File: src/rtl/fetch_pc_ctrl.sv
// Program counter and fetch-redirect controller: owns the PC, applies EX-stage
// redirects, squashes wrong-path IF/ID and ID/EX contents, and handles halt/trap.
module fetch_pc_ctrl #(
  parameter logic [31:0] RESET_PC = 32'h0000_0000,
  parameter int          CNT_W    = 16
) (
  input  logic             clk,
  input  logic             rst,
  input  logic             stall,
  input  logic             br_taken,
  input  logic             jump,
  input  logic [31:0]      target,
  input  logic             halt_req,
  input  logic             resume,
  output logic [31:0]      pc,
  output logic [31:0]      pc_plus4,
  output logic             flush_ifid,
  output logic             flush_idex,
  output logic             halted,
  output logic             misaligned,
  output logic [CNT_W-1:0] redirect_cnt
);

  typedef enum logic [1:0] {
    ST_RUN  = 2'd0,
    ST_HALT = 2'd1,
    ST_TRAP = 2'd2
  } state_t;

  state_t state;
  logic   redirect;
  logic   accept;
  logic   target_aligned;
  logic   cnt_full;

  assign redirect       = br_taken | jump;
  assign accept         = (state == ST_RUN) & ~rst;
  assign target_aligned = (target[1:0] == 2'b00);
  assign cnt_full       = (redirect_cnt == {CNT_W{1'b1}});

  // Flushes are combinational so the wrong-path instructions are squashed at
  // the same edge that loads the redirect target or enters HALT/TRAP.
  assign flush_ifid = accept & (redirect | halt_req);
  assign flush_idex = accept & (redirect | halt_req);

  assign pc_plus4   = pc + 32'd4;
  assign halted     = (state == ST_HALT);
  assign misaligned = (state == ST_TRAP);

  always_ff @(posedge clk) begin
    if (rst) begin
      state        <= ST_RUN;
      pc           <= RESET_PC;
      redirect_cnt <= '0;
    end else begin
      case (state)
        ST_RUN: begin
          if (redirect) begin
            if (target_aligned) begin
              pc <= target;
              if (!cnt_full) redirect_cnt <= redirect_cnt + CNT_W'(1);
            end else begin
              state <= ST_TRAP;
            end
          end else if (halt_req) begin
            state <= ST_HALT;
          end else if (!stall) begin
            pc <= pc_plus4;
          end
        end
        // PC stays put on the resume edge; fetch advances on the next cycle.
        ST_HALT: begin
          if (resume) state <= ST_RUN;
        end
        ST_TRAP: begin
          state <= ST_TRAP;
        end
        default: begin
          state <= ST_TRAP;
        end
      endcase
    end
  end

endmodule

File: config.mk
export PLATFORM = sky130hd
export DESIGN_NAME = fetch_pc_ctrl
export DESIGN_NICKNAME = d
export VERILOG_FILES = /design/src/rtl/fetch_pc_ctrl.sv
export SDC_FILE = /design/constraint.sdc
export NUM_CORES = 1
export LEC_CHECK = 0
export ABC_AREA = 1
export BUFFER_PORTS_ARGS = -buffer_cell sky130_fd_sc_hd__buf_2
export CAP_MARGIN = 5
export CORE_AREA = 5 5 94 96
export CTS_CLUSTER_DIAMETER = 100
export DETAILED_ROUTE_END_ITERATION = 10
export DIE_AREA = 0 0 99 101
export PLACE_DENSITY = 0.82
export SYNTH_ARGS = -nofsm -noshare
export SYNTH_HDL_FRONTEND = slang
export SYNTH_SLANG_ARGS = --single-unit
File: constraint.sdc
create_clock -name clk -period 1.7 [get_ports clk]
set_input_delay 0.34 -clock clk [delete_from_list [all_inputs] [get_ports clk]]
set_output_delay 0.34 -clock clk [all_outputs]
set_load 0.005 [all_outputs]
==> summary.txt <==
Outcome
  – Status: finished with violations
  – Failing checks: setup timing

Detailed routing
  – Vias per cell: 5.01
  – Routed Antenna Nets: 0
  – Routed wire length: between 10000 and 15000 um
  – Via count: 4200
  – Wirelength per Cell: 13.8 um
  – TritonRoute pass-1 iters: 5
  – DRC: 0
  – DRT iter0 DRCs: 180

CTS
  – CTS tree: yes
  – Num CTS Buffers: 5
  – Worst skew pair latency: 0.31 ns
  – Cts hold-fix bufs: 0
  – CTS clk-pin slew, worst paths: around 0.11 ns
  – Clock Sinks: 50
  – Htree depth: 2
  – CTS root buffer: clkbuf_8
  – Clock buffer depth: 2

Timing
  – Worst slew pin tran: ~0.52 ns
  – Tmin final: approximately 2 ns
  – Clk_skew: around 0.013 ns
  – Final slew viol count: 0
  – Final Cycle Share: 1.21
  – Count of final hold-check violations: 0
  – RSZ-0062 raised after global routing: true
  – Fmax achieved: 488 MHz
  – Final setup TNS: -7.63 ns
  – Setup Viol. Count Final: 29
  – Setup ws final: -0.350 ns
  – Slew margin rel.: 0.649

Global routing
  – Initial antenna violation count: 0
  – First-pass GRT wire length: 18100 um
  – Vias in the first global route: between 4000 and 5000
  – GRT overflow: 0
  – Largest net degree at the start of global routing: 33
  – Total GRT Usage: 0.219

Critical path
  – Kind of critical path: reg -> out
  – R2r setup slk: -0.06 ns
  – Max Fanout on Critical Path: 3
  – Crit path capture type: output pin
  – WP data required: roughly 1.4 ns
  – Worst Path Arrival: 1.71 ns
  – CP startpoint kind: flip-flop

Synthesis
  – Syn Area/Cell: 6.19 um2
  – Flops & latches, synth: 50
  – Distinct cells, synth: 29
  – Synth area leaders: dfxtp_1, nand2_1, a21oi_1
  – Post-synthesis instance area: around 3500 um2
  – Synth area leader: dfxtp_1
  – Synth top area share: 0.288
  – Yosys warning count: 0
  – Syn nets: roughly 600
  – Post-synthesis sequential area ratio: 0.288
  – Gate Count Post-Synth: roughly 560

Floorplan
  – Die area: roughly 10000 um2
  – Height of the die: slightly above 100 um
  – Initial cell density of the core: 0.436
  – Total core area: around 8000 um2
  – # rows: 33
  – Die X: 99 um
  – Top Ports: between 100 and 150

Cells and area
  – Fill cells: around 730
  – Ant diodes: 0
  – Multi-input combinational cell area: approximately 2300 um2
  – Share of layout cells above drive strength 1: 0.369
  – Design area: between 4000 and 5000 um2
  – Commonest non-fill, non-tap cell in the layout: nand2_1
  – # nets final: 774
  – Register area: between 1000 and 1500 um2
  – Most frequent cells in the layout: nand2_1, buf_2, a21oi_1
  – P&R area growth vs syn: 42.6%

Power
  – Leak: ~2.4 nW
  – Power per cell area: around 590 nW/um2
  – Peak VDD IR: roughly 0.45 mV

Hold path
  – HP Class: in -> reg

Placement
  – Port Buffers: 122
  – DPL Wire Length: 8370 um
  – GPL Wtd Cong: 0.950
  – Placed Area: around 4400 um2

Run
  – Max-cap violations: 0
==> kinds of logic (layout without fill, tap and decap cells) <==
group	after synthesis	in the layout	synth area share
AOI/OAI and AO/OA	76	76	0.116
xor gates and xnor gates	23	23	0.0732
adders and majority gates	2	2	0.00721
buffers and inverters	82	254	0.105
DFF	50	50	0.288
and+or+nand+nor	328	329	0.411
==> repair_timing <==
item                                    4_1_cts  5_1_grt
setup buffers                                14       14
endpoints found under the setup margin       33       47
gates cloned                                  0        1
resized for setup                            26       39
pin swaps                                    19       23
==> power by group <==
part           total (mW)  internal (mW)  switching [mW]
registers            1.33           1.25          0.0851
clock network       0.778          0.309           0.469
logic               0.828          0.388           0.440
total                2.94           1.95           0.994
==> final cells by class <==
type / instances / area share
multi-input cells: 430 / 0.468
repair buffers: 186 / 0.234
flip-flops and latches: 50 / 0.207
inverters: 60 / 0.0455
well taps: 105 / 0.0265
clock buffers: 5 / 0.0139
clock inverters: 3 / 0.00582
==> through the flow <==
| step | hold WS [ns] | total power [mW] | utilization | cells | worst slack [ns] |
|---|---|---|---|---|---|
| 2_1_floorplan | 0.429 | 1.71 | - | 561 | 0.0485 |
| 3_3_place_gp | 0.453 | 2.04 | 0.550 | 803 | -0.0458 |
| 3_5_place_dp | 0.459 | 2.06 | 0.550 | 803 | -0.0986 |
| 4_1_cts | 0.195 | 2.87 | 0.589 | 825 | -0.364 |
| 5_1_grt | 0.210 | 3.10 | 0.621 | 839 | -0.437 |
| 6_report | 0.199 | 2.94 | 0.621 | 839 | -0.350 |
==> worst paths after layout <==
kind / cells past startpoint / from / endpoint
worst max-delay path: 10 / pc[3]$_SDFFE_PP0P_ / pc_plus4[31]
worst min register to register: 2 / pc[0]$_SDFFE_PP0P_ / pc[0]$_SDFFE_PP0P_
worst min-delay path: 2 / resume / state[0]$_SDFFE_PP0P_
worst max register to register: 13 / pc[3]$_SDFFE_PP0P_ / pc[7]$_SDFFE_PP0P_
==> synth_stat cells <==
master      n
a21oi_1    64
and2_1      4
buf_1       1
buf_2       3
buf_4       4
buf_6       5
clkbuf_1    9
clkinv_1    1
dfxtp_1    50
ha_1        2
inv_1      58
inv_2       1
nand2_1   211
nand2_2     3
nand2_4     2
nand3_1    29
nand3_2     2
nand4_1     2
nor2_1     53
nor2_2      4
nor2_4     12
nor3_1      6
o21ai_0     9
o21ai_2     1
o21bai_4    1
o41ai_1     1
xnor2_1     2
xor2_1     14
xor2_2      7
==> worst max-delay path, cell delays in order (launching register included) <==
cell and delay [ns]:
dfxtp_4 0.39, buf_6 0.11, nand2_4 0.05, nor2_4 0.16, buf_4 0.14, nand2_2 0.06
nor2_4 0.16, nand2_1 0.08, nand2_1 0.06, nand2_1 0.06, buf_2 0.13
==> registers in the layout (all words and copies together) (netlist names) <==
signal / cells
pc: 32
redirect_cnt: 16
state: 2
==> routing by layer <==
metal  track usage  vias up  routed length, um
li1              -     2067                  -
met2         0.398      165               5750
met3        0.0547       20                979
met1         0.248     1948               4600
met4        0.0798        0                247
met5             0        -                  0
Note: power is estimated with default switching activity, not from simulation.
